===== src/rtl/rot_emu_pkg.sv =====
// Shared types and constants for the rotary encoder emulator: command opcodes, FSM states,
// the quadrature phase tables and the PB bounce toggle count.
package rot_emu_pkg;

  typedef enum logic [1:0] {
    OP_CW    = 2'd0,
    OP_CCW   = 2'd1,
    OP_SHORT = 2'd2,
    OP_LONG  = 2'd3
  } cmd_op_t;

  typedef enum logic [1:0] {
    ST_IDLE,
    ST_ROTATE,
    ST_PRESS,
    ST_GAP
  } state_t;

  localparam int unsigned BOUNCE_TOGGLES = 4;

  // AB pairs, A in bit 1; both directions end a detent on 00
  localparam logic [1:0] CW_PHASES  [4] = '{2'b10, 2'b11, 2'b01, 2'b00};
  localparam logic [1:0] CCW_PHASES [4] = '{2'b01, 2'b11, 2'b10, 2'b00};

  function automatic logic [1:0] phase_ab(cmd_op_t op, logic [1:0] idx);
    return (op == OP_CCW) ? CCW_PHASES[idx] : CW_PHASES[idx];
  endfunction

endpackage


===== src/rtl/rotary_encoder_emu_if.sv =====
// Command handshake between a requester (master) and the rotary encoder emulator (slave).
interface rotary_encoder_emu_if;
  import rot_emu_pkg::*;

  logic       cmd_valid;
  logic       cmd_ready;
  cmd_op_t    cmd_op;
  logic [3:0] cmd_count;

  modport master (
    output cmd_valid,
    output cmd_op,
    output cmd_count,
    input  cmd_ready
  );

  modport slave (
    input  cmd_valid,
    input  cmd_op,
    input  cmd_count,
    output cmd_ready
  );

endinterface


===== src/rtl/rot_emu_timer.sv =====
// 16-bit loadable down-counter shared by every emulator state; parks at zero.
module rot_emu_timer (
  input  logic        clk,
  input  logic        rstn,
  input  logic        load_i,
  input  logic [15:0] load_val_i,
  output logic [15:0] value_o,
  output logic        expired_o
);

  logic [15:0] value_q;
  logic [15:0] value_d;

  always_comb begin
    value_d = value_q;
    if (load_i) begin
      value_d = load_val_i;
    end else if (value_q != 16'd0) begin
      value_d = value_q - 16'd1;
    end
  end

  always_ff @(posedge clk or negedge rstn) begin
    if (!rstn) begin
      value_q <= '0;
    end else begin
      value_q <= value_d;
    end
  end

  assign value_o   = value_q;
  assign expired_o = (value_q == 16'd0);

endmodule


===== src/rtl/rotary_encoder_emu.sv =====
// Rotary encoder emulator: turns one handshaked command into quadrature detents or a timed PB press.
// Define ROT_EMU_BOUNCE_EN to add contact bounce on every PB edge of a press.
module rotary_encoder_emu
  import rot_emu_pkg::*;
#(
  parameter int unsigned STEP_CYCLES        = 16,
  parameter int unsigned SHORT_PRESS_CYCLES = 64,
  parameter int unsigned LONG_PRESS_CYCLES  = 1024,
  parameter int unsigned GAP_CYCLES         = 32
) (
  input  logic                clk,
  input  logic                rstn,
  rotary_encoder_emu_if.slave cmd,
  output logic                A,
  output logic                B,
  output logic                PB,
  output logic                busy,
  output logic                done
);

  if (STEP_CYCLES < 1 || STEP_CYCLES > 65535) begin : g_bad_step
    $error("rotary_encoder_emu: STEP_CYCLES must be within 1..65535");
  end
  if (SHORT_PRESS_CYCLES < 1 || SHORT_PRESS_CYCLES > 65535) begin : g_bad_short
    $error("rotary_encoder_emu: SHORT_PRESS_CYCLES must be within 1..65535");
  end
  if (LONG_PRESS_CYCLES < 1 || LONG_PRESS_CYCLES > 65535) begin : g_bad_long
    $error("rotary_encoder_emu: LONG_PRESS_CYCLES must be within 1..65535");
  end
  if (GAP_CYCLES < 1 || GAP_CYCLES > 65535) begin : g_bad_gap
    $error("rotary_encoder_emu: GAP_CYCLES must be within 1..65535");
  end

  localparam logic [15:0] STEP_LD   = 16'(STEP_CYCLES - 1);
  localparam logic [15:0] SHORT_LEN = 16'(SHORT_PRESS_CYCLES);
  localparam logic [15:0] LONG_LEN  = 16'(LONG_PRESS_CYCLES);
  localparam logic [15:0] GAP_LEN   = 16'(GAP_CYCLES);

  function automatic logic [15:0] press_len(cmd_op_t op);
    return (op == OP_LONG) ? LONG_LEN : SHORT_LEN;
  endfunction

  state_t      state_q, state_d;
  cmd_op_t     op_q, op_d;
  logic [3:0]  cnt_q, cnt_d;
  logic [1:0]  phase_q, phase_d;
  logic [1:0]  ab_q, ab_d;
  logic        pb_q, pb_d;
  logic        done_q, done_d;
  logic        ready_q, ready_d;

  logic        tmr_load;
  logic [15:0] tmr_val;
  logic [15:0] tmr_value;
  logic        tmr_expired;
  logic        accept;
  logic        bounce_press;
  logic        bounce_gap;

  rot_emu_timer u_timer (
    .clk        (clk),
    .rstn       (rstn),
    .load_i     (tmr_load),
    .load_val_i (tmr_val),
    .value_o    (tmr_value),
    .expired_o  (tmr_expired)
  );

`ifdef ROT_EMU_BOUNCE_EN
  // Index of the cycle about to be registered, counted from the start of the press or gap.
  logic [15:0] press_next;
  logic [15:0] gap_next;
  localparam logic [15:0] BOUNCE_LEN = 16'(BOUNCE_TOGGLES);

  assign press_next   = press_len(op_q) - tmr_value;
  assign gap_next     = GAP_LEN - tmr_value;
  assign bounce_press = (press_next < BOUNCE_LEN) ? ~press_next[0] : 1'b1;
  assign bounce_gap   = (op_q == OP_SHORT || op_q == OP_LONG) &&
                        (gap_next < BOUNCE_LEN) && gap_next[0];
`else
  logic unused_tmr_value;
  assign unused_tmr_value = ^tmr_value;
  assign bounce_press     = 1'b1;
  assign bounce_gap       = 1'b0;
`endif

  assign accept = cmd.cmd_valid && ready_q;

  always_comb begin
    state_d  = state_q;
    op_d     = op_q;
    cnt_d    = cnt_q;
    phase_d  = phase_q;
    ab_d     = ab_q;
    pb_d     = pb_q;
    done_d   = 1'b0;
    tmr_load = 1'b0;
    tmr_val  = STEP_LD;

    case (state_q)
      ST_IDLE: begin
        ab_d = 2'b00;
        pb_d = 1'b0;
        if (accept) begin
          op_d     = cmd.cmd_op;
          cnt_d    = cmd.cmd_count;
          phase_d  = 2'd0;
          tmr_load = 1'b1;
          if (cmd.cmd_op == OP_CW || cmd.cmd_op == OP_CCW) begin
            state_d = ST_ROTATE;
            tmr_val = STEP_LD;
            ab_d    = (cmd.cmd_count == 4'd0) ? 2'b00 : phase_ab(cmd.cmd_op, 2'd0);
          end else begin
            state_d = ST_PRESS;
            tmr_val = press_len(cmd.cmd_op) - 16'd1;
            pb_d    = 1'b1;
          end
        end
      end

      ST_ROTATE: begin
        // A zero-detent command finishes here without a gap.
        if (cnt_q == 4'd0) begin
          state_d = ST_IDLE;
          done_d  = 1'b1;
          ab_d    = 2'b00;
        end else if (tmr_expired) begin
          tmr_load = 1'b1;
          tmr_val  = STEP_LD;
          if (phase_q == 2'd3) begin
            cnt_d   = cnt_q - 4'd1;
            phase_d = 2'd0;
            if (cnt_q == 4'd1) begin
              state_d = ST_GAP;
              tmr_val = GAP_LEN - 16'd1;
              ab_d    = 2'b00;
            end else begin
              ab_d = phase_ab(op_q, 2'd0);
            end
          end else begin
            phase_d = phase_q + 2'd1;
            ab_d    = phase_ab(op_q, phase_q + 2'd1);
          end
        end
      end

      ST_PRESS: begin
        if (tmr_expired) begin
          state_d  = ST_GAP;
          pb_d     = 1'b0;
          tmr_load = 1'b1;
          tmr_val  = GAP_LEN - 16'd1;
        end else begin
          pb_d = bounce_press;
        end
      end

      ST_GAP: begin
        if (tmr_expired) begin
          state_d = ST_IDLE;
          done_d  = 1'b1;
          pb_d    = 1'b0;
        end else begin
          pb_d = bounce_gap;
        end
      end

      default: begin
        state_d = ST_IDLE;
        ab_d    = 2'b00;
        pb_d    = 1'b0;
      end
    endcase

    ready_d = (state_d == ST_IDLE);
  end

  always_ff @(posedge clk or negedge rstn) begin
    if (!rstn) begin
      state_q <= ST_IDLE;
      op_q    <= OP_CW;
      cnt_q   <= '0;
      phase_q <= '0;
      ab_q    <= '0;
      pb_q    <= 1'b0;
      done_q  <= 1'b0;
      ready_q <= 1'b0;
    end else begin
      state_q <= state_d;
      op_q    <= op_d;
      cnt_q   <= cnt_d;
      phase_q <= phase_d;
      ab_q    <= ab_d;
      pb_q    <= pb_d;
      done_q  <= done_d;
      ready_q <= ready_d;
    end
  end

  assign A             = ab_q[1];
  assign B             = ab_q[0];
  assign PB            = pb_q;
  assign busy          = (state_q != ST_IDLE);
  assign done          = done_q;
  assign cmd.cmd_ready = ready_q;

endmodule


===== src/flat_wrapper.sv =====
// flat-port wrapper written by rule: the top's interface ports become plain ports
module rotary_encoder_emu_flat import rot_emu_pkg::*;
#(
  parameter int unsigned STEP_CYCLES        = 16,
  parameter int unsigned SHORT_PRESS_CYCLES = 64,
  parameter int unsigned LONG_PRESS_CYCLES  = 1024,
  parameter int unsigned GAP_CYCLES         = 32
)
  (clk, rstn, A, B, PB, busy, done, cmd_cmd_valid, cmd_cmd_op, cmd_cmd_count, cmd_cmd_ready);
  rotary_encoder_emu_if cmd_i ();
  input  logic clk;
  input  logic rstn;
  output logic A;
  output logic B;
  output logic PB;
  output logic busy;
  output logic done;
  input wire logic [$bits(cmd_i.cmd_valid)-1:0] cmd_cmd_valid;
  input wire logic [$bits(cmd_i.cmd_op)-1:0] cmd_cmd_op;
  input wire logic [$bits(cmd_i.cmd_count)-1:0] cmd_cmd_count;
  output wire logic [$bits(cmd_i.cmd_ready)-1:0] cmd_cmd_ready;
  assign cmd_i.cmd_valid = cmd_cmd_valid;
  assign cmd_i.cmd_op = cmd_cmd_op;
  assign cmd_i.cmd_count = cmd_cmd_count;
  assign cmd_cmd_ready = cmd_i.cmd_ready;
  rotary_encoder_emu #(.STEP_CYCLES(STEP_CYCLES), .SHORT_PRESS_CYCLES(SHORT_PRESS_CYCLES), .LONG_PRESS_CYCLES(LONG_PRESS_CYCLES), .GAP_CYCLES(GAP_CYCLES)) u_core (.clk(clk), .rstn(rstn), .cmd(cmd_i), .A(A), .B(B), .PB(PB), .busy(busy), .done(done));
endmodule

===== config.mk =====
export PLATFORM = sky130hd
export DESIGN_NAME = rotary_encoder_emu_flat
export DESIGN_NICKNAME = d
export VERILOG_FILES = /design/src/rtl/rot_emu_pkg.sv /design/src/rtl/rotary_encoder_emu_if.sv /design/src/rtl/rot_emu_timer.sv /design/src/rtl/rotary_encoder_emu.sv /design/src/flat_wrapper.sv
export SDC_FILE = /design/constraint.sdc
export NUM_CORES = 1
export LEC_CHECK = 0
export ABC_CLOCK_PERIOD_IN_PS = 2400
export CAP_MARGIN = 20
export CORE_ASPECT_RATIO = 0.7
export CORE_MARGIN = 5
export CORE_UTILIZATION = 50
export DETAILED_ROUTE_END_ITERATION = 6
export GPL_TIMING_DRIVEN = 0
export PLACE_DENSITY = 0.7
export SLEW_MARGIN = 20
export SYNTH_ARGS = -nofsm -noshare
export SYNTH_HDL_FRONTEND = slang
export SYNTH_SLANG_ARGS = --single-unit

===== constraint.sdc =====
create_clock -name clk -period 2.4 [get_ports clk]
set_clock_uncertainty 0.1 [all_clocks]
set_input_delay 0.48 -clock clk [delete_from_list [all_inputs] [get_ports clk]]
set_output_delay 0.48 -clock clk [all_outputs]
set_load 0.05 [all_outputs]

==> flow_summary_export.csv, run 1 <==
group,metric,value,unit
drt,via_per_inst,5.66,
layout,finalNetCount,226,
clock_network,path_clk_slew,0.06,ns
sta,hold_violations,0,
clock_network,clock_latency,0.28,ns
global_routing,grt_pass1_vias,1412,
drt,drt_iter0_drc,64,
synth,synth_fp_nets,202,
drt,drc_errors,0,
drt,wl,3.83,mm
floorplanning,rows,18,
synth,synthArstFlopShare,100,%
run,drv_cap,0,
drt,vias,1488,
layout,multi_input_area,956,um^2
sta,finalSetupTns,0,ns
clock_network,cts_tree,"done",
floorplanning,die_h,59.8,um
power_and_ir_drop,p_per_area,1200,nW/um^2
clock_network,cts.path.max_buffers,2,
layout,drive_above_1_share,10.8,%
clock_network,h-tree-depth,2,
synth,synth_enable_flop_cells,0,
placed_design,io_buffers,14,
critical_path,crit_path_start_kind,"register",
layout,synthToLayoutAreaGrowth,18.6,%
global_routing,grt_max_degree,32,
placed_design,gp_congestion,0.870,
placed_design,detailed_place_hpwl,2.86,mm
sta,slew_headroom,54.6,%
drt,antenna_left,0,
drt,drtPass1Iterations,5,
sta,period_minus_slack,2.30,ns
outcome,status,"finished, final reports clean",
floorplanning,fp.dieArea,4860,um^2
clock_network,clock_sinks,31,
critical_path,critPathCaptureType,"register",
layout,utilization,60.6,%
power_and_ir_drop,peakVddDrop,766,uV
sta,tightest_slew,0.680,ns
global_routing,grt-ovfl-total,0,
global_routing,grt_pass1_wl,6.75,mm
power_and_ir_drop,p_total,2.53,mW
sta,finalMaxSlewViolations,0,
power_and_ir_drop,p_leak,0.895,nW
sta,period_share,95.9,%
synth,yosysSeqAreaShare,43.8,%
critical_path,worst-endpoint-arrival,2.36,ns
layout,regArea,776,um^2
synth,ys.warnings.count,0,
sta,setup_viol,0,
synth,syn_inst,188,
global_routing,antenna_found_initial,0,
drt,wl_per_cell,14.6,um
synth,synth_cell_types,53,
layout,antenna_cells,0,
floorplanning,die_w,81.2,um
critical_path,path_class,"register to register",
worst_hold_path,hold_class,"input pin to async pin",
floorplanning,core_area,3470,um^2
sta,fmax,435,MHz
synth,ys.flop_type,"dfrtp_1",
floorplanning,start_util,51.1,%
floorplanning,boundaryPins,15,
synth,syn_avg_cell_area,9.43,um^2
critical_path,crit_required,2.46,ns
clock_network,cts_buffers,5,
critical_path,worst-path-max-fanout,9,
clock_network,root_buffer,"clkbuf_8",
sta,rsz0062_at_grt,"no",
global_routing,grt.total_usage,18.9,%
synth,ys_seq_elements,31,
layout,fill_cells,307,
synth,syn_area,1770,um^2
-- cell type report --
| cell class | count | share of cell area (%) |
|---|---|---|
| Buffer | 5 | 1.13 |
| Sequential cell | 31 | 36.9 |
| Timing Repair Buffer | 17 | 8.21 |
| Tap cell | 50 | 2.98 |
| Clock inverter | 1 | 0.238 |
| Multi-Input combinational cell | 144 | 45.5 |
| Clock buffer | 7 | 3.63 |
| Inverter | 8 | 1.43 |
-- final timing paths --
| check | endpoint | cells past startpoint | from | slack (ns) |
|---|---|---|---|---|
| hold / removal | u_core.u_timer.value_o[13] | 1 | rstn | 0.14 |
| hold reg to reg | u_core.ab_q[0] | 1 | u_core.ab_q[0] | 0.39 |
| max in group asynchronous | u_core.done | 1 | rstn | 1.63 |
| setup reg to reg | u_core.ab_q[1] | 6 | u_core.u_timer.value_o[6] | 0.1 |
| setup / recovery | u_core.ab_q[1] | 6 | u_core.u_timer.value_o[6] | 0.1 |
| min in group clk | u_core.ab_q[0] | 1 | u_core.ab_q[0] | 0.39 |
-- kinds of logic after synthesis --
| group | count (synthesis) | share of synthesized area, % |
|---|---|---|
| simple gates | 82 | 25.9 |
| compound gates | 40 | 14.8 |
| flops | 31 | 43.8 |
| buf+inv | 13 | 3.03 |
| xor+xnor | 11 | 5.43 |
| mux | 6 | 3.60 |
| fa+ha+maj | 5 | 3.53 |
-- report_power, final --
part | leakage, nW | internal, mW | total (mW) | switching, mW
registers | 0.391 | 0.730 | 0.981 | 0.251
logic | 0.462 | 0.521 | 1.16 | 0.640
clock network | 0.0422 | 0.203 | 0.384 | 0.181
-- routing by layer --
| metal | vias to the layer above | wire length (um) | GRT usage (%) |
|---|---|---|---|
| met5 | - | 0 | 0 |
| met4 | 0 | 54 | 6.02 |
| met3 | 6 | 217 | 5.12 |
| met2 | 39 | 1650 | 26.7 |
| met1 | 727 | 1910 | 27.9 |
| li1 | 716 | - | - |
-- cells in the mapped netlist, types with 2 or more instances --
cell type | instances | share of area, %
a21oi_1 | 8 | 2.3
clkbuf_1 | 3 | 0.64
dfrtp_1 | 31 | 44
ha_1 | 5 | 3.5
inv_1 | 8 | 1.7
mux2_1 | 2 | 1.3
mux2i_1 | 3 | 1.7
nand2_1 | 24 | 5.1
nand2b_1 | 5 | 1.8
nand3_1 | 6 | 1.7
nand3b_1 | 2 | 0.85
nor2_1 | 15 | 3.2
nor2b_1 | 3 | 1.1
nor3_1 | 4 | 1.1
nor4_1 | 4 | 1.4
o211ai_1 | 2 | 0.85
o21ai_0 | 12 | 3.4
o22ai_1 | 2 | 0.71
or2_2 | 3 | 1.1
or3_1 | 3 | 1.1
or4_1 | 2 | 0.85
xnor2_1 | 9 | 4.4
xor2_1 | 2 | 0.99
-- state kept, by name, summed over array words and instances, names as in the netlist --
register and flops:
u_core.u_timer.value_o 16, u_core.cmd.cmd_ready 1, u_core.PB 1, u_core.state_q 2, u_core.phase_q 2, u_core.op_q 2, u_core.ab_q 2, u_core.cnt_q 4
u_core.done 1
-- metrics by stage --
step	setup slack (ns)	area (um^2)	cells	hold WS, ns
6_report	0.0991	2100	263	0.136
5_1_grt	0.0168	2100	263	0.209
4_1_cts	0.0259	2060	260	0.158
3_5_place_dp	-0.0483	1970	252	0.381
3_3_place_gp	0.0460	1980	252	0.373
2_1_floorplan	0.278	1770	188	0.0844
-- critical path: stages, from the launching register on --
cell	delay (ns)
dfrtp_1	0.44
or4_4	0.59
nor3_4	0.21
buf_12	0.15
nand3_4	0.13
a21o_1	0.25
mux2_1	0.31
-- placed cells by master (no fill, tap or decap), types with 2 or more instances in the layout --
cell,n
dfrtp_1,31
nand2_1,24
nor2_1,15
o21ai_0,12
clkdlybuf4s50_1,12
xnor2_1,9
inv_1,8
a21oi_1,8
nand3_1,6
nand2b_1,5
clkbuf_1,5
ha_1,5
clkbuf_8,5
nor3_1,4
nor4_1,4
nor2b_1,3
or2_2,3
mux2i_1,3
or3_1,3
buf_4,3
nor4_4,2
buf_2,2
o211ai_1,2
xor2_1,2
mux2_1,2
nand3b_1,2
o22ai_1,2
or4_1,2
-- what timing repair did --
item,4_1_cts,5_1_grt
hold endpoints to repair,0,0
resized for setup,1,2
setup buffers,0,3
pin swaps,0,2
setup endpoints to repair,9,11
hold buffers,0,0
(Power assumes the default switching activity.)
==> run 2, diff against run 1 <==
--- a/config.mk
+++ b/config.mk
@@ -8,8 +8,9 @@
 export ABC_CLOCK_PERIOD_IN_PS = 2400
 export CAP_MARGIN = 20
 export CORE_ASPECT_RATIO = 0.7
-export CORE_MARGIN = 5
+export CORE_MARGIN = 10
 export CORE_UTILIZATION = 50
+export CTS_CLUSTER_DIAMETER = 40
 export DETAILED_ROUTE_END_ITERATION = 6
 export GPL_TIMING_DRIVEN = 0
 export PLACE_DENSITY = 0.7
==> run 2 against run 1 <==
Against the previous run: count of clock-buffer cells in the layout fell by 1; via count fell by 2.4%; core utilization rose by 3.4 points; critical path depth did not move; first-iteration DRC count rose by 70%; sequential cell count did not move; register-to-register slack got worse by 0.02 ns; cell count fell by 1.1%; combinational power barely moved; highest routed layer unchanged.
==> flow_summary_export.csv, run 2 (synthesis results as in run 1) <==
group,metric,value,unit
outcome,status,"finished, final reports clean",
sta,setup_viol,0,
layout,antenna_cells,0,
placed_design,detailed_place_hpwl,2.97,mm
run,drv_cap,0,
power_and_ir_drop,peakVddDrop,688,uV
drt,drt_iter0_drc,109,
drt,wl_per_cell,15.5,um
global_routing,grt_pass1_wl,7.02,mm
layout,final_common_cell,"dfrtp_1",
sta,fmax,431,MHz
critical_path,path_class,"register to register",
global_routing,grt_pass1_vias,1459,
sta,finalSetupTns,0,ns
global_routing,grt.total_usage,13.4,%
clock_network,cts.path.max_buffers,2,
critical_path,critPathCaptureType,"register",
clock_network,clock_latency,0.28,ns
worst_hold_path,hold_class,"input pin to async pin",
drt,drtPass1Iterations,4,
global_routing,grt_max_degree,32,
layout,largest_register_ffs,16,
clock_network,root_buffer,"clkbuf_8",
critical_path,worst-path-max-fanout,9,
power_and_ir_drop,p_per_area,1210,nW/um^2
sta,finalMaxSlewViolations,0,
floorplanning,die_h,69.8,um
clock_network,h-tree-depth,2,
layout,fill_cells,281,
clock_network,clock_sinks,31,
floorplanning,core_area,3280,um^2
drt,wl,4.02,mm
floorplanning,die_w,91.2,um
placed_design,gp_congestion,0.810,
sta,period_minus_slack,2.32,ns
clock_network,path_clk_slew,0.06,ns
sta,tightest_slew,0.747,ns
drt,vias,1453,
floorplanning,boundaryPins,15,
floorplanning,start_util,54.1,%
critical_path,crit_path_start_kind,"register",
layout,mostFrequentLayoutCells,"31 x dfrtp_1, 24 x nand2_1, 15 x nor2_1",
clock_network,cts_buffers,5,
floorplanning,fp.dieArea,6370,um^2
drt,via_per_inst,5.59,
placed_design,io_buffers,14,
global_routing,grt-ovfl-total,0,
critical_path,crit_required,2.46,ns
layout,synthToLayoutAreaGrowth,18.2,%
clock_network,ctsHoldBuffers,0,
drt,antenna_left,0,
floorplanning,rows,17,
power_and_ir_drop,p_leak,0.899,nW
drt,drc_errors,0,
sta,hold_violations,0,
sta,slew_headroom,50.2,%
sta,whs,0.143,ns
layout,drive_above_1_share,11.3,%
critical_path,worst-endpoint-arrival,2.38,ns
global_routing,antenna_found_initial,0,
clock_network,cts_tree,"done",
sta,period_share,96.7,%
layout,finalNetCount,227,
==> run 2: cell count changes in the layout (fill, tap and decap cells not counted) <==
cell / previous run / this run
buf_12: 1 / 0
o21ai_1: 0 / 1
buf_4: 3 / 5
clkbuf_8: 5 / 6
clkbuf_1: 5 / 3
o21ai_2: 1 / 0
==> run 2: power breakdown <==
| part | leakage (nW) | internal (mW) | switching (mW) |
|---|---|---|---|
| Combinational | 0.461 | 0.502 | 0.641 |
| Sequential | 0.391 | 0.730 | 0.244 |
| Clock | 0.0470 | 0.224 | 0.185 |
==> run 2: final timing paths <==
check / startpoint / end / slack, ns / cells after the start
max in group asynchronous: rstn / u_core.u_timer.value_o[13] / 1.62 / 1
hold / removal: rstn / u_core.u_timer.value_o[14] / 0.14 / 1
setup reg to reg: u_core.u_timer.value_o[6] / u_core.ab_q[1] / 0.08 / 6
setup / recovery: u_core.u_timer.value_o[6] / u_core.ab_q[1] / 0.08 / 6
hold reg to reg: u_core.op_q[1] / u_core.op_q[1] / 0.40 / 2
min in group clk: u_core.op_q[1] / u_core.op_q[1] / 0.40 / 2
==> run 2: timing repair <==
item	in CTS	in global routing
setup buffers	0	4
resized for setup	1	1
pin swaps	0	2
endpoints found under the setup margin	12	11
==> run 2: worst max-delay path, cell delays in order (launching register included) <==
cell     delay, ns
dfrtp_1       0.44
or4_4         0.59
nor3_4        0.17
buf_4         0.18
nand3_4       0.13
a21o_1        0.26
mux2_1        0.33
==> run 2: area by class of cell <==
type	instances	area (um^2)	area share, %
Buffer	5	23.8	1.13
Clock buffer	6	82.6	3.94
Clock inverter	1	5.00	0.239
Inverter	8	30.0	1.43
Multi-Input combinational cell	144	952	45.4
Sequential cell	31	776	37.0
Tap cell	47	58.8	2.81
Timing Repair Buffer	18	168	8.00
==> run 2: stage by stage <==
stage / util [%] / setup slack, ns / area (um^2) / total power, mW / instances
floorplan: - / 0.278 / 1770 / 1.75 / 188
global placement: 60.2 / 0.0299 / 1970 / 2.00 / 249
detailed placement: 60.0 / -0.0836 / 1970 / 2.05 / 249
CTS: 63.0 / 0.0123 / 2060 / 2.49 / 256
global route: 64.0 / -0.0148 / 2100 / 2.73 / 260
finish: 64.0 / 0.0790 / 2100 / 2.53 / 260
==> run 2: layer usage <==
layer	share of wire [%]	global-route usage [%]	wire, um	up-vias
li1	-	-	-	718
met1	51	18.7	2050	703
met2	43	18.3	1720	27
met3	4.9	4.20	198	5
met4	1.3	5.32	51	0
met5	0	0	0	-
==> run 3, diff against run 2 <==
--- a/config.mk
+++ b/config.mk
@@ -13,7 +13,7 @@
 export CTS_CLUSTER_DIAMETER = 40
 export DETAILED_ROUTE_END_ITERATION = 6
 export GPL_TIMING_DRIVEN = 0
-export PLACE_DENSITY = 0.7
+export PLACE_DENSITY_LB_ADDON = 0.05
 export SLEW_MARGIN = 20
 export SYNTH_ARGS = -nofsm -noshare
 export SYNTH_HDL_FRONTEND = slang
==> run 3 against run 2 <==
Against the previous run: register-to-register slack barely moved; critical path type unchanged; setup slack better by 0.010 ns; first-iteration DRC count shrank 4.6%; wire length shrank 0.60%; critical path depth is 1 lower; global-route usage down 0.58 points; critical endpoint is now u_core.phase_q[0]; die area stayed put; core utilization is 0.53 points higher; hold slack got worse by 0.00076 ns.
==> flow_summary_export.csv, run 3 (synthesis results as in run 1) <==
group,metric,value,unit
outcome,status,"finished, final reports clean",
drt,via_per_inst,5.54,
clock_network,h-tree-depth,2,
layout,mostFrequentLayoutCells,"30 x dfrtp_1, 24 x nand2_1, 15 x nor2_1",
power_and_ir_drop,p_leak,0.896,nW
critical_path,critPathCaptureType,"register",
sta,period_minus_slack,2.31,ns
layout,largest_register_ffs,16,
critical_path,worst-path-max-fanout,10,
critical_path,crit_path_cell_trace,"or4_4 > nor3_4 > a41o_1 > buf_4 > mux2_2",
drt,wl_per_cell,15.3,um
clock_network,cts_tree,"done",
sta,setup_viol,0,
drt,vias,1446,
floorplanning,fp.dieArea,6370,um^2
placed_design,placed_area,1970,um^2
run,drv_cap,0,
drt,drtPass1Iterations,4,
sta,rsz0062_at_grt,"yes",
clock_network,cts.path.max_buffers,2,
global_routing,grt_max_degree,32,
drt,wl,4.00,mm
placed_design,gp_congestion,0.828,
power_and_ir_drop,p_total,2.56,mW
sta,finalMaxSlewViolations,0,
layout,fill_cells,286,
sta,fmax,433,MHz
sta,hold_violations,0,
layout,synthToLayoutAreaGrowth,19.2,%
placed_design,detailed_place_hpwl,2.94,mm
power_and_ir_drop,cellInternalPower,1.49,mW
floorplanning,start_util,54.1,%
power_and_ir_drop,peakVddDrop,680,uV
clock_network,ctsHoldBuffers,0,
clock_network,cts_buffers,5,
critical_path,slowest_delay,0.58,ns
layout,final_common_cell,"dfrtp_1",
power_and_ir_drop,p_sw,1.07,mW
global_routing,grt.total_usage,12.8,%
drt,antenna_left,0,
worst_hold_path,hold_class,"input pin to async pin",
critical_path,path_class,"register to register",
floorplanning,rows,17,
critical_path,worst-endpoint-arrival,2.38,ns
power_and_ir_drop,p_per_area,1210,nW/um^2
global_routing,antenna_found_initial,0,
global_routing,grt-ovfl-total,0,
floorplanning,die_w,91.2,um
layout,antenna_cells,0,
drt,drc_errors,0,
sta,tightest_slew,0.696,ns
clock_network,path_clk_slew,0.06,ns
layout,finalNetCount,227,
sta,period_share,96.3,%
layout,regArea,777,um^2
floorplanning,boundaryPins,15,
clock_network,clock_sinks,31,
placed_design,io_buffers,14,
power_and_ir_drop,p_sw_share,41.8,%
layout,design_area,2110,um^2
placed_design,dp_cells,249,
critical_path,crit_path_start_kind,"register",
global_routing,grt_pass1_wl,6.71,mm
floorplanning,die_h,69.8,um
power_and_ir_drop,power_frac_comb,44.1,%
power_and_ir_drop,clkPwrFrac,17.6,%
drt,drt_iter0_drc,104,
power_and_ir_drop,seqPwrFrac,38.3,%
clock_network,root_buffer,"clkbuf_8",
global_routing,grt_pass1_vias,1425,
layout,stdcell_count,261,
clock_network,clock_latency,0.28,ns
critical_path,critPathSlowestCell,"or4_4",
sta,slew_headroom,53.6,%
critical_path,crit_required,2.47,ns
sta,whs,0.142,ns
floorplanning,core_area,3280,um^2
layout,drive_above_1_share,12.6,%
layout,multi_input_area,960,um^2
[run 3: changes by cell type in the layout (fill, tap and decap cells not counted), sizes merged]
| cell | before | now |
|---|---|---|
| dlygate4sd2 | 0 | 1 |
| dlymetal6s2s | 1 | 0 |
| clkinv | 1 | 0 |
| clkbuf | 9 | 11 |
[run 3: final cells by class]
class / count / share of cell area (%)
multi-input combinational: 144 / 45.4
sequential: 31 / 36.8
inverter: 8 / 1.42
buffer: 5 / 1.12
clock buffer: 8 / 4.74
timing repair buffer: 18 / 7.76
tap: 47 / 2.78
[run 3: critical path: cells and delay by family, from the launching register on]
| kind | cells | cell delay, ns |
|---|---|---|
| and+or+nand+nor | 2 | 0.93 |
| DFF | 1 | 0.44 |
| muxes | 1 | 0.33 |
| AOI/OAI and AO/OA | 1 | 0.23 |
| buffers and inverters | 1 | 0.16 |
[run 3: per-stage QoR]
stage	setup TNS, ns	utilization (%)	setup WS [ns]
2_1_floorplan	0	-	0.278
3_3_place_gp	0	60.2	0.0342
3_5_place_dp	-0.397	60.0	-0.0639
4_1_cts	0	63.3	0.0413
5_1_grt	-0.0218	64.5	-0.0218
6_report	0	64.5	0.0889
[run 3: path summary, 6_finish.rpt]
path | cells after the start | slack (ns) | start | endpoint
setup / recovery | 5 | 0.09 | u_core.u_timer.value_o[6] | u_core.phase_q[0]
hold / removal | 1 | 0.14 | rstn | u_core.cmd.cmd_ready
setup reg to reg | 5 | 0.09 | u_core.u_timer.value_o[6] | u_core.phase_q[0]
hold reg to reg | 2 | 0.40 | u_core.op_q[1] | u_core.op_q[1]
max in group asynchronous | 1 | 1.57 | rstn | u_core.u_timer.value_o[6]
min in group clk | 2 | 0.40 | u_core.op_q[1] | u_core.op_q[1]
[run 3: routing by layer]
metal	wire length, um	share of wire, %	GRT usage [%]
met1	2010	50	17.3
met2	1680	42	17.9
met3	267	6.7	4.74
met4	44	1.1	4.80
met5	0	0	0
[run 3: timing repair]
action	4_1_cts	5_1_grt
setup buffers	0	4
gates resized for setup	2	3
pin swaps	0	1
setup endpoints to repair	12	12
[run 3: power groups by stage]
stage	combinational (mW)	clock, mW	sequential (mW)
2_1_floorplan	0.746	0	1.00
3_3_place_gp	1.05	0	0.960
3_5_place_dp	1.07	0	0.974
4_1_cts	1.08	0.462	0.975
5_1_grt	1.25	0.487	1.01
6_report	1.13	0.450	0.979
==> RTL change 1, RTL diff (flow settings as in run 1) <==
Make the reset (`rstn`) synchronous in 2 clocked blocks.
--- a/src/rtl/rot_emu_timer.sv
+++ b/src/rtl/rot_emu_timer.sv
@@ -20,7 +20,7 @@
     end
   end
 
-  always_ff @(posedge clk or negedge rstn) begin
+  always_ff @(posedge clk) begin
     if (!rstn) begin
       value_q <= '0;
     end else begin
--- a/src/rtl/rotary_encoder_emu.sv
+++ b/src/rtl/rotary_encoder_emu.sv
@@ -175,7 +175,7 @@
     ready_d = (state_d == ST_IDLE);
   end
 
-  always_ff @(posedge clk or negedge rstn) begin
+  always_ff @(posedge clk) begin
     if (!rstn) begin
       state_q <= ST_IDLE;
       op_q    <= OP_CW;
Function: differs if rstn is asserted again (counterexample within 4 cycles, from zero or initial values and one cycle with rstn low); with rstn held inactive, the same outputs for 10 cycles.
==> RTL change 1 against run 1 <==
Global-route usage is 2.3 points higher. Total power is 4.1% lower. Design area is 1.4% lower. Setup slack worse by 0.015 ns. Sequential cell count stayed put. Hold slack better by 0.24 ns. Count of clock-buffer cells in the layout is 2 lower. Routed wire length is 16% higher. Sequential share of layout area is 7.0 points lower. First-iteration DRC count is 91% higher. Synthesized area is 1.8% lower. Critical endpoint is now u_core.u_timer.value_o[13]. Largest cell class unchanged.
==> RTL change 1: results (changes against run 1) <==
cts:
  ctsResizeCount: 4  # was 1
place:
  hpwl_um: 3370  # was 2860 um
  dp_cells: 269  # was 252
grt:
  use_met2: 0.317  # was 0.267
  track_usage: 0.211  # was 0.189
  grt_max_degree: 11  # was 32
  use_met3: 0.0623  # was 0.0512
  grt_pass1_wl_um: 7660  # was 6750 um
  grt_pass1_vias: 1613  # was 1412
  grt_use_met1: 0.289  # was 0.279
logic_synthesis:
  synth.mux.area_fraction: 0.00647  # was 0.0360
  synth_xor_area_frac: 0.0453  # was 0.0543
  yosys.cell_types.count: 52  # was 53
  synth_commonest_cells: "31 x dfxtp_1, 18 x nand2_1, 15 x nor2_1, 13 x a21oi_1, 12 x o21ai_0"  # was 31 x dfrtp_1, 24 x nand2_1, 15 x nor2_1, 12 x o21ai_0, 9 x xnor2_1
  postSynth.asyncResetShare: 0  # was 1.00
  synthTopCellsByArea: "dfxtp_1 36%, nand2_1 3.9%, a21oi_1 3.7%, ha_1 3.6%, o21ai_0 3.5%"  # was dfrtp_1 44%, nand2_1 5.1%, xnor2_1 4.4%, ha_1 3.5%, o21ai_0 3.4%
  synth_compound_area_frac: 0.216  # was 0.147
  postSynthAreaPerCell_um2: 8.37  # was 9.43 um2
hold_path:
  hold_path_class: "flip-flop to flip-flop"  # was input port to asynchronous set/reset pin
worst_setup_path:
  r2r_slack_ns: 0.08  # was 0.1 ns
  worstPathMaxFanout: 8  # was 9
  critPathArrivalTime_ns: 2.40  # was 2.36 ns
sta:
  slew_headroom: 0.604  # was 0.546
routing:
  met3_length_um: 342  # was 217 um
  dr.first_iter.drc_count: 122  # was 64
  detail_route.wl_per_cell_um: 16.1  # was 14.6 um
  drtPass1Iterations: 4  # was 5
  vias: 1665  # was 1488
status:
  status: "finished clean"  # unchanged
power_and_ir_drop:
  intPower_uw: 1350  # was 1450 uW
  max-vdd-ir-drop_mv: 0.920  # was 0.766 mV
==> RTL change 1: through the flow <==
step / instance area [um2] / util / setup TNS, ns / setup WS (ns) / hold slack (ns)
floorplan: 1740 / - / 0 / 0.176 / 0.343
global placement: 1940 / 0.596 / -0.261 / -0.0549 / 0.360
detailed placement: 1940 / 0.596 / -0.902 / -0.160 / 0.363
CTS: 2040 / 0.628 / 0 / 0.0184 / 0.383
global route: 2070 / 0.637 / -0.00777 / -0.00777 / 0.412
finish: 2070 / 0.637 / 0 / 0.0837 / 0.380
==> RTL change 1: layout make-up <==
type,count,area (um2),share of cell area
Buffer,5,22.5,0.0109
Tap cell,47,58.8,0.0284
Timing Repair Buffer,14,140,0.0676
Clock buffer,5,68.8,0.0332
Multi-Input combinational cell,165,1120,0.541
Clock inverter,3,15.0,0.00724
Inverter,7,26.3,0.0127
Sequential cell,31,621,0.299
==> RTL change 2, RTL diff (settings of run 1) <==
Made on the original files. The option `ROT_EMU_BOUNCE_EN` is turned on by a define.
--- a/src/rtl/rotary_encoder_emu.sv
+++ b/src/rtl/rotary_encoder_emu.sv
@@ -1,5 +1,7 @@
 // Rotary encoder emulator: turns one handshaked command into quadrature detents or a timed PB press.
 // Define ROT_EMU_BOUNCE_EN to add contact bounce on every PB edge of a press.
+`define ROT_EMU_BOUNCE_EN
+
 module rotary_encoder_emu
   import rot_emu_pkg::*;
 #(
Behaviour: not the same (a bounded check fails within 4 cycles, from zero or initial values and one cycle with rstn low).
==> RTL change 2 against run 1 <==
The run now ends with setup timing left. Setup slack worse by 0.35 ns. Design area grew 43%. Via count rose by 60%. Core utilization increased by 7.2 points. Synthesized cell count increased by 53%. Non-clock buffer count rose by 29. Final cell count up 46%. Hold slack lost 0.0034 ns. Routed wire length is 76% higher. Die area increased by 27%. Global-route usage is 3.2 points higher. Synthesized area increased by 32%. Sequential cell count unchanged. Critical endpoint is now u_core.PB.
Power is left out: it rests on default switching activity, and per cell area and clock period it moved more than threefold.
==> RTL change 2: results (changes against run 1) <==
logic_synthesis:
  ys.flop_type: "dfrtp_1"  # unchanged
  synth_top_cell_area_share: 0.331  # was 0.438
  yosys.cell_types.count: 58  # was 53
  ys_warn_count: 0  # unchanged
  synth_commonest_cells: "33 x nand2_1, 31 x dfrtp_1, 25 x nor2_1, 20 x a21oi_1, 20 x o21ai_0"  # was 31 x dfrtp_1, 24 x nand2_1, 15 x nor2_1, 12 x o21ai_0, 9 x xnor2_1
  postSynth.asyncResetShare: 1.00  # unchanged
  seq_area_frac_synth: 0.331  # was 0.438
  syn_nets: 303  # was 202
  synthTopCellsByArea: "dfrtp_1 33%, nand2_1 5.3%, a21oi_1 4.3%, o21ai_0 4.3%, nor2_1 4.0%"  # was dfrtp_1 44%, nand2_1 5.1%, xnor2_1 4.4%, ha_1 3.5%, o21ai_0 3.4%
cts:
  clock_latency_ns: 0.29
  htree_levels: 2  # unchanged
  path_clk_slew_ns: 0.07
  cts_buffer_depth: 2  # unchanged
  cts_buffers: 5  # unchanged
  root_buffer: "clkbuf_8"  # unchanged
status:
  violations: "setup timing"
  status: "finished with violations"  # was finished clean
final_layout:
  nFillCells: 346  # was 307
  finish.utilization: 0.678  # was 0.606
  layout-drive-gt1-share: 0.242  # was 0.108
  finish.net_count: 345  # was 226
  largest_reg_flops: 16  # unchanged
  diodes: 0  # unchanged
place:
  placed_cell_area_mm2: 0.00257  # was 0.00197 mm2
  hpwl_um: 4610  # was 2860 um
  place.gp.congestion: 0.925  # was 0.870
  portBuffers: 14  # unchanged
sta:
  hold_viol_final: 0  # unchanged
  slew_headroom: 0.545  # was 0.546
  final-setup-viol-count: 1  # was 0
  final.setup.tns_ns: -0.254  # was 0 ns
  setup_slack_ns: -0.254  # was 0.0991 ns
routing:
  wirelength_um: 6760  # was 3830 um
  via_per_inst: 6.18  # was 5.66
  drtPass1Iterations: 5  # unchanged
  dr.first_iter.drc_count: 284  # was 64
grt:
  grt_pass1_wl_um: 10500  # was 6750 um
  track_usage: 0.221  # was 0.189
  grt_max_degree: 32  # unchanged
  antenna_found_initial: 0  # unchanged
  grt_pass1_vias: 2013  # was 1412
worst_setup_path:
  critPathArrivalTime_ns: 2.72  # was 2.36 ns
  cp_slowest_stage_delay_ns: 0.47  # was 0.59 ns
  cp_top_family: "simple AND/OR/NAND/NOR gates"  # unchanged
  worstPathMaxFanout: 3  # was 9
  cp_slowest_cell: "or4b_4"  # was or4_4
hold_path:
  hold_path_class: "input port to asynchronous set/reset pin"  # unchanged
==> RTL change 2: final cells by class <==
cell class	count	share of cell area
tap	55	0.0229
buffer	15	0.0275
clock inverter	1	0.00167
multi-input combinational	229	0.549
clock buffer	7	0.0254
inverter	11	0.0137
sequential	31	0.259
timing repair buffer	36	0.101
==> RTL change 2: stage by stage <==
step	worst slack [ns]	instances
after floorplan	-0.0678	287
after global placement	-0.389	356
after detailed placement	-0.399	356
after CTS	-0.228	378
after global routing	-0.334	385
final	-0.254	385
==> RTL change 2: cell families after synthesis <==
logic type	share of synthesized area
buffers and inverters	0.0507
AOI/OAI and AO/OA	0.207
muxes	0.00854
xor gates and xnor gates	0.0560
adders and majority gates	0.0374
and+or+nand+nor	0.310
DFF	0.331
==> RTL change 2: what timing repair did <==
item / CTS / global route
setup buffers: 14 / 8
resized for setup: 22 / 19
endpoints found under the setup margin: 19 / 25
pin swaps: 9 / 11
endpoints found under the hold margin: 0 / 0
==> RTL change 2: worst paths after layout <==
check                             startpoint                   endpoint  slack (ns)  cells past startpoint
setup reg to reg              u_core.op_q[0]                  u_core.PB       -0.25                      9
max in group asynchronous               rstn  u_core.u_timer.value_o[0]        1.59                      1
setup / recovery              u_core.op_q[0]                  u_core.PB       -0.25                      9
min in group clk           u_core.phase_q[1]          u_core.phase_q[1]        0.44                      2
hold reg to reg            u_core.phase_q[1]          u_core.phase_q[1]        0.44                      2
hold / removal                          rstn  u_core.u_timer.value_o[4]        0.13                      1
==> RTL change 2: per-layer routing <==
metal,GRT usage,wire (um),up-vias
met5,0,0,-
met4,0.0444,80,0
met3,0.0568,524,13
met2,0.303,2780,108
met1,0.344,3380,1125
li1,-,-,1134
